## config.mk

```make
export PLATFORM = sky130hd
export DESIGN_NAME = exp2_q4_16_flat
export DESIGN_NICKNAME = d
export VERILOG_FILES = /design/src/rtl/exp2_q4_16_if.sv /design/src/rtl/exp2_q4_16.sv /design/src/flat_wrapper.sv
export SDC_FILE = /design/constraint.sdc
export NUM_CORES = 2
export LEC_CHECK = 0
export CAP_MARGIN = 15
export CORE_MARGIN = 1
export CORE_UTILIZATION = 55
export DETAILED_ROUTE_END_ITERATION = 16
export GPL_TIMING_DRIVEN = 0
export MAX_ROUTING_LAYER = met4
export PLACE_DENSITY = 0.75
export SYNTH_ARGS = -nofsm -noshare
export SYNTH_HDL_FRONTEND = slang
export SYNTH_SLANG_ARGS = --single-unit
```

## constraint.sdc

```tcl
create_clock -name clk_i -period 9.9 [get_ports clk_i]
set_input_delay 0.99 -clock clk_i [delete_from_list [all_inputs] [get_ports clk_i]]
set_output_delay 0.99 -clock clk_i [all_outputs]
set_load 0.02 [all_outputs]
```

## src/rtl/exp2_q4_16_if.sv

```systemverilog
// rtl/exp2_q4_16_if.sv - request/result bundle for the exp2_q4_16 antilog block
//
// Signals
//   start_i  request pulse, sampled by the block only when idle
//   n_i      integer part of the exponent, 0..15
//   f_i      fractional part of the exponent; MSB weighs 2^-1
//   busy_o   block is working on an accepted request
//   done_o   one-cycle pulse; data_o is valid from this cycle on
//   data_o   result, unsigned Q16.16
// Modports
//   master   requester side (drives start_i/n_i/f_i)
//   slave    antilog block side (drives busy_o/done_o/data_o)

interface exp2_q4_16_if #(
   parameter int FRAC_W = 16
);
   logic              start_i;
   logic [3:0]        n_i;
   logic [FRAC_W-1:0] f_i;
   logic              busy_o;
   logic              done_o;
   logic [31:0]       data_o;

   modport master (
      output start_i, n_i, f_i,
      input  busy_o, done_o, data_o
   );

   modport slave (
      input  start_i, n_i, f_i,
      output busy_o, done_o, data_o
   );
endinterface

```

## src/rtl/exp2_q4_16.sv

```systemverilog
// rtl/exp2_q4_16.sv - sequential antilog 2^(n+f), Q16.16 result
//
// Computes 2^f as the product of 2^(2^-k) over the set fraction bits k, one
// constant multiply per cycle, then scales by 2^n with a single shift.
// Inputs are in the same format the log2 block produces, so the two chain
// directly for log-domain processing.
//
// Parameters
//   FRAC_W   fraction width of f_i, also the number of MUL cycles
//   ACC_FB   fractional bits of the Q2.ACC_FB accumulator (17..30)
// Ports
//   clk_i    clock, rising edge
//   rst_i    synchronous reset, active high, wins over everything
//   bus      exp2_q4_16_if slave: start_i/n_i/f_i in, busy_o/done_o/data_o out

module exp2_q4_16 #(
   parameter int FRAC_W = 16,
   parameter int ACC_FB = 30
) (
   input  logic        clk_i,
   input  logic        rst_i,
   exp2_q4_16_if.slave bus
);

   localparam int KW = $clog2(FRAC_W + 1);

   typedef enum logic [1:0] {
      IDLE  = 2'd0,
      MUL   = 2'd1,
      SHIFT = 2'd2,
      DONE  = 2'd3
   } state_t;

   state_t            state;
   state_t            state_nx;
   logic [KW-1:0]     k;
   logic [31:0]       acc;
   logic [3:0]        ncap;
   logic [FRAC_W-1:0] fcap;
   logic [31:0]       data;
   logic              busy;
   logic              done;

   logic [31:0]       k_rom;
   logic [63:0]       prod;
   logic [47:0]       shifted;
   logic              unused_bits;

   // K[k] = round(2^(2^-k) * 2^30). Narrower accumulators take the table
   // shifted down. Past k=16 the factor is within a few ppm of 1.0 and is
   // treated as exactly 1.
   function automatic logic [31:0] rom_k(input logic [KW-1:0] idx);
      logic [31:0] k30;
      case (int'(idx))
         1:       k30 = 32'h5A82_799A;
         2:       k30 = 32'h4C1B_F829;
         3:       k30 = 32'h45CA_E0F2;
         4:       k30 = 32'h42D5_61B4;
         5:       k30 = 32'h4166_C34C;
         6:       k30 = 32'h40B2_68FA;
         7:       k30 = 32'h4058_F6A8;
         8:       k30 = 32'h402C_6BE9;
         9:       k30 = 32'h4016_321B;
         10:      k30 = 32'h400B_1818;
         11:      k30 = 32'h4005_8BCE;
         12:      k30 = 32'h4002_C5D8;
         13:      k30 = 32'h4001_62E8;
         14:      k30 = 32'h4000_B173;
         15:      k30 = 32'h4000_58B9;
         16:      k30 = 32'h4000_2C5D;
         default: k30 = 32'h4000_0000;
      endcase
      return k30 >> (30 - ACC_FB);
   endfunction

   assign k_rom   = rom_k(k);
   // acc and K both lie below 2^(ACC_FB+1), so the product fits in 63 bits
   // and the rescaled value fits back into 32.
   assign prod    = {32'd0, acc} * {32'd0, k_rom};
   // acc < 2^31 shifted by at most 15 stays below 2^46.
   assign shifted = {16'd0, acc} << ncap;

   assign unused_bits = ^{prod[63:ACC_FB+32], prod[ACC_FB-1:0],
                          shifted[47:ACC_FB+16], shifted[ACC_FB-17:0]};

   // state register
   always_ff @(posedge clk_i) begin
      if (rst_i) begin
         state <= IDLE;
      end else begin
         state <= state_nx;
      end
   end

   // next-state logic
   always_comb begin
      state_nx = state;
      case (state)
         IDLE:    if (bus.start_i) state_nx = MUL;
         MUL:     if (k == KW'(FRAC_W)) state_nx = SHIFT;
         SHIFT:   state_nx = DONE;
         DONE:    state_nx = IDLE;
         default: state_nx = IDLE;
      endcase
   end

   // state-decoded outputs
   always_comb begin
      busy = 1'b0;
      done = 1'b0;
      case (state)
         MUL:     busy = 1'b1;
         SHIFT:   busy = 1'b1;
         DONE:    done = 1'b1;
         default: ;
      endcase
   end

   // datapath
   always_ff @(posedge clk_i) begin
      if (rst_i) begin
         acc  <= '0;
         k    <= '0;
         ncap <= '0;
         fcap <= '0;
         data <= '0;
      end else begin
         case (state)
            IDLE: begin
               if (bus.start_i) begin
                  ncap <= bus.n_i;
                  fcap <= bus.f_i;
                  acc  <= 32'd1 << ACC_FB;
                  k    <= KW'(1);
               end
            end
            MUL: begin
               // fcap is shifted left each cycle so its MSB is always the
               // bit of weight 2^-k for the current k.
               if (fcap[FRAC_W-1]) begin
                  acc <= prod[ACC_FB +: 32];
               end
               fcap <= {fcap[FRAC_W-2:0], 1'b0};
               k    <= k + KW'(1);
            end
            SHIFT: begin
               data <= shifted[ACC_FB-16 +: 32];
            end
            default: ;
         endcase
      end
   end

   assign bus.busy_o = busy;
   assign bus.done_o = done;
   assign bus.data_o = data;

endmodule

```

## src/flat_wrapper.sv

```systemverilog
// flat-port wrapper written by rule: the top's interface ports become plain ports
module exp2_q4_16_flat 
#(
   parameter int FRAC_W = 16,
   parameter int ACC_FB = 30
)
  (clk_i, rst_i, bus_start_i, bus_n_i, bus_f_i, bus_busy_o, bus_done_o, bus_data_o);
  exp2_q4_16_if #(.FRAC_W(FRAC_W)) bus_i ();
  input  logic clk_i;
  input  logic rst_i;
  input wire logic [$bits(bus_i.start_i)-1:0] bus_start_i;
  input wire logic [$bits(bus_i.n_i)-1:0] bus_n_i;
  input wire logic [$bits(bus_i.f_i)-1:0] bus_f_i;
  output wire logic [$bits(bus_i.busy_o)-1:0] bus_busy_o;
  output wire logic [$bits(bus_i.done_o)-1:0] bus_done_o;
  output wire logic [$bits(bus_i.data_o)-1:0] bus_data_o;
  assign bus_i.start_i = bus_start_i;
  assign bus_i.n_i = bus_n_i;
  assign bus_i.f_i = bus_f_i;
  assign bus_busy_o = bus_i.busy_o;
  assign bus_done_o = bus_i.done_o;
  assign bus_data_o = bus_i.data_o;
  exp2_q4_16 #(.FRAC_W(FRAC_W), .ACC_FB(ACC_FB)) u_core (.clk_i(clk_i), .rst_i(rst_i), .bus(bus_i));
endmodule
```

Word-level counts from Yosys, hierarchy flattened --
Memories as Yosys holds them, arrays and structs flattened. A register that Yosys moved wholly into a read port is not among the register bits. Index checks and enable logic that the tools add are counted.
Operators by class: divide/modulo/power cells 0, $mul 1, order comparisons 0, add/subtract/negate cells 1, shift operators 1, multiplexer cells 14, reductions and logical operators 7, bitwise logic cells 0, equal/unequal tests 7
Operators with widths (number):
- $mux 32 | 2
- $pmux 32 s2 | 1
- $mul 32x32->62 | 1
- $shl 32x4->46 | 1
- $pmux 16 s2 | 1
- $mux 16 | 1
- $mux 5 | 3
- $pmux 5 s2 | 1
- $pmux 2 s4 | 1
- $reduce_and 2->1 | 3
- $add 5x1->5 const B | 1
- $eq 5x5->1 const B | 1
- $eq 2x2->1 const B | 2
- $mux 2 | 2
- $ne 2x1->1 const B | 2
- $reduce_and 3->1 | 1
- $eq 2x1->1 const B | 1
- $logic_not 2->1 | 1
- $mux 1 | 2
- $ne 2x2->1 const B | 1
- $reduce_bool 2->1 | 1
- $reduce_or 2->1 | 1
Word-level totals: bits in latches 0, memories kept 1, register bits 91, bits in writable memories 0, ROM bits 928, logic and storage cells 38
Memories:
- (name not given) | words 32, bits a word 29, rd ports 1, clocked after Yosys merged registers in 1, wr ports 0, RTL line exp2_q4_16.sv:54 | case (int'(idx))

Longest topological paths before layout --
depth in word-level cells 5, depth in mapped cells 29

Least setup slack after synthesis --
Ideal clock, no wire load.
path type register -> register, start register u_core.acc[30], end register u_core.acc[27], path slack 2644 ps, library setup time 129 ps, required time 9771 ps, cell stages (with the launch flop) 28, buffers on the path 2, data arrival time 7127 ps, path through dfxtp_1 > clkbuf_1 > clkbuf_1 > nand2_1 > fa_1 > inv_1 > fa_1 > fa_1 > inv_1 > fa_1 > inv_1 > fa_1 > fa_1 > fa_1 > inv_1 > fa_1 > inv_1 > ha_1 > a21o_1 > a21o_1 > a21o_1 > a2111o_1 > o21ai_0 > nand4_1 > a31oi_1 > o21a_1 > xor2_1 > o21ai_0
On the way: word-level cells in the longest chain between the ends 3
RTL lines:
- start, declared | RTL line exp2_q4_16.sv:37 | logic [31:0] acc;
- start signal, assigned | RTL line exp2_q4_16.sv:133 | acc <= 32'd1 << ACC_FB;
- start signal, assigned | RTL line exp2_q4_16.sv:141 | acc <= prod[ACC_FB +: 32];
- $mul 32x32->62 | RTL line exp2_q4_16.sv:79 | assign prod = {32'd0, acc} * {32'd0, k_rom};
- $mux 32 | RTL line exp2_q4_16.sv:140 | if (fcap[FRAC_W-1]) begin
- $pmux 32 s2 | RTL line exp2_q4_16.sv:128 | case (state)
No other way between the ends. The select of a mux whose other input is x is not followed. A chain may end at the register's enable or synchronous reset.

Worst setup path after layout --
start register u_core.acc[1], end register u_core.acc[27]
The elaborated chain is that of the path after synthesis.

==> flow_summary_export.csv <==
group,metric,value,unit
outcome,status,"completed",
drt,drt-initial-drc-count,2802,
worst_setup_path,worstSetupEndpointType,"register",
place,place.gp.congestion,1.081,
floorplan,num_io_pins,57,
worst_setup_path,crit_type,"reg -> reg",
synth,syn-cell-area,0.03630,mm2
sta,max_slew_margin,10.80,%
sta,skew,0.009972,ns
sta,hold_slack,0.4705,ns
synth,yosys-top-cells-area,"fa_1 46%, ha_1 9.9%, and2_1 9.1%",
drt,wire_per_inst,25.64,um
global_routing,grtUsageTotal,40.56,%
worst_setup_path,slowest_stage,"o311ai_1",
worst_setup_path,max_stage_delay,0.90,ns
layout,layout-drive-gt1-share,1.839,%
flow_run,maxCapViolations,0,
worst_setup_path,worstPathCellList,"clkbuf_1, clkbuf_1, nand2_1, fa_1, inv_1, fa_1, ha_1, fa_1, fa_1, fa_1, fa_1, fa_1, ha_1, a21o_1, a21oi_1, nor2b_1, or3_1, o311ai_1, nand4_1, a31oi_1, o21a_1, xor2_1, o21ai_0",
clock_network,cts.repair.resized,0,
clock_network,clock_latency,0.44,ns
min_path,holdPathStages,2,
clock_network,clockRootBuffer,"clkbuf_16",
worst_setup_path,crit-reg2reg-capture,"u_core.acc[27]",
pwr,swShare,51.56,%
pwr,p_seq_share,25.7,%
sta,tightest_slew,1.338,ns
synth,ys_types,62,
place,pre_cts_slack,0.8358,ns
pwr,pwr-share-clk,23.2,%
synth,syn_area_per_cell,9.096,um2
worst_setup_path,path_common_cell,"fa_1",
worst_setup_path,critPathRequiredTime,10.21,ns
floorplan,placeableCoreArea,0.06481,mm2
global_routing,antenna_found_initial,11,
pwr,leakage,19.50,nW
pwr,ir_drop,0.1397,mV
clock_network,clock_path_buffers,2,
synth,ys_seq_area_share,6.617,%
global_routing,globalRouteOverflowTotal,0,
layout,syn_to_final_growth,6.166,%
clock_network,tritoncts,"built",
pwr,power_frac_comb,51.1,%
clock_network,htreeDepth,4,
clock_network,postCtsSetupBuffers,0,
floorplan,die-area,0.06704,mm2
floorplan,fp.dieH,258.9,um
sta,setup_viol,0,
drt,via_per_inst,5.774,
place,dpl_cell_area,0.03793,mm2
place,portBuffers,56,
min_path,min-delay-start,"u_core.bus.data_o[18]",
pwr,p_per_area,72.15,mW/mm2
sta,tns,0,ns
clock_network,cts_buffers,17,
min_path,hold-path-endpoint,"u_core.bus.data_o[18]",
synth,synth_edf_count,0,
sta,period_needed,9.573,ns
synth,synth-seq-cells,120,
drt,first_pass_iters,6,
place,dpl.hpwl,103900,um
synth,synth_top_area_cell,"fa_1",
layout,final_common_cell,"inv_1",
floorplan,die_x,258.9,um
layout,finalNetCount,5210,
synth,yosys_warnings,0,
synth,synthCells,3991,
drt,routed_wl,126600,um
drt,drc,0,
sta,fmax,104.5,MHz
worst_setup_path,start_kind,"register",
pwr,internal-power,1.347,mW
worst_setup_path,r2r_setup_slack,0.33,ns
clock_network,clk_pin_slew,0.06,ns
worst_setup_path,worstReg2RegStart,"u_core.acc[1]",
sta,fin_crit_sh,96.70,%
sta,setup_ws,0.3271,ns
clock_network,clkSinkCount,120,
pwr,power.total,2.781,mW
synth,synth_nets,5135,
worst_setup_path,arrival,9.88,ns
layout,final_cell_mix,"867 x inv_1, 834 x fa_1, 526 x and2_1",
global_routing,grt_max_degree,17,
layout,postLayoutCellArea,0.03854,mm2
min_path,min_path_type,"reg -> reg",
global_routing,grt_pass1_wl,189800,um
sta,rsz0062_at_grt,"false",
worst_setup_path,critPathMaxFanout,10,
sta,finalHoldViolCount,0,
synth,yosysTopAreaCellShare,45.99,%
clock_network,holdBufCountCts,0,
floorplan,rows,93,
floorplan,start_util,56.01,%
drt,routed-via-count,28510,
global_routing,grt_pass1_vias,30610,
synth,synth_flop_cell,"dfxtp_1",
sta,report.final.slew_viol_count,0,
drt,ant_nets,0,
pwr,switchingPower,1.434,mW
worst_setup_path,r2r_cells,23,
synth,async_reset_ff_share,0,%
how the worst max path moves through the flow:
| stage | from | endpoint | slack (ns) | depth (start not counted) |
|---|---|---|---|---|
| final | u_core.acc[1] | u_core.acc[27] | 0.33 | 23 |
| after global routing | u_core.acc[1] | u_core.acc[27] | 0.27 | 23 |
| after CTS | u_core.acc[1] | u_core.acc[27] | 0.81 | 23 |
| after detailed placement | u_core.acc[1] | u_core.acc[27] | 0.84 | 23 |
| after global placement | u_core.acc[1] | u_core.acc[27] | 0.86 | 23 |
| after floorplan | u_core.acc[30] | u_core.acc[27] | 2.64 | 27 |
cell type report:
type	count	area, um2
Timing Repair Buffer	56	560.5
Sequential cell	120	2402
Inverter	869	3262
Antenna cell	4	10.01
Buffer	235	887.1
Clock inverter	8	120.1
Tap cell	855	1070
Multi-Input combinational cell	2767	29750
Clock buffer	23	478.0
Fill cell	5738	26270
registers in the layout, indices dropped and copies added, names as in the netlist:
name / flops
u_core.acc: 32
u_core.bus.data_o: 32
u_core.k_rom: 29
u_core.fcap: 16
u_core.k: 5
u_core.ncap: 4
u_core.state: 2
layer usage:
layer | wire length [um] | up-vias | track usage, %
met5 | 0 | - | -
met4 | 10090 | 0 | 25.25
met3 | 14070 | 454 | 9.988
met2 | 55520 | 1635 | 60.34
met1 | 46890 | 14440 | 49.71
li1 | - | 11980 | -
cells in the mapped netlist, types with 5 or more instances:
| master | number |
|---|---|
| clkbuf_1 | 218 |
| buf_1 | 13 |
| nand4_1 | 11 |
| nand3_1 | 30 |
| nor2b_1 | 13 |
| xnor2_1 | 25 |
| mux4_2 | 18 |
| dfxtp_1 | 120 |
| mux2_2 | 11 |
| nand2_1 | 523 |
| nor2_1 | 85 |
| o21ai_0 | 70 |
| and3_1 | 10 |
| fa_1 | 834 |
| nand2b_1 | 15 |
| o211ai_1 | 7 |
| a211oi_1 | 27 |
| a21o_1 | 28 |
| a22oi_1 | 9 |
| mux2i_1 | 65 |
| xor2_1 | 15 |
| o21a_1 | 5 |
| ha_1 | 287 |
| a21oi_1 | 71 |
| a31oi_1 | 7 |
| and2_1 | 526 |
| inv_1 | 867 |
| nor3_1 | 12 |
| o22ai_1 | 5 |
power groups by stage:
stage	registers, mW	clock network (mW)	logic, mW
after global routing	0.711	0.671	1.48
after detailed placement	0.710	0	1.35
after CTS	0.702	0.646	1.36
after floorplan	0.640	0	0.782
after global placement	0.711	0	1.34
final	0.714	0.645	1.42
cells by family (layout without fill, tap and decap cells):
| kind of cell | Yosys count | count (layout) | synth area share [%] |
|---|---|---|---|
| other cells | 0 | 4 | 0 |
| fa+ha+maj | 1121 | 1121 | 55.88 |
| mux | 94 | 94 | 3.250 |
| simple gates | 1238 | 1238 | 17.03 |
| compound gates | 274 | 274 | 4.832 |
| xor+xnor | 40 | 40 | 0.9650 |
| flops | 120 | 120 | 6.617 |
| buf+inv | 1104 | 1191 | 11.43 |
critical path, delay by kind of cell, from the launching register on:
family | cells | cell delay [ns]
fa+ha+maj | 9 | 4.08
buf+inv | 3 | 1.56
flops | 1 | 0.64
xor+xnor | 1 | 0.13
simple gates | 4 | 1.12
compound gates | 6 | 1.89
per-stage QoR:
stage	instances	utilization, %
global placement	4902	58.53
finish	4937	59.47
detailed placement	4902	58.53
floorplan	3991	-
CTS	4933	59.45
global route	4935	59.46
(Power assumes the default switching activity.)
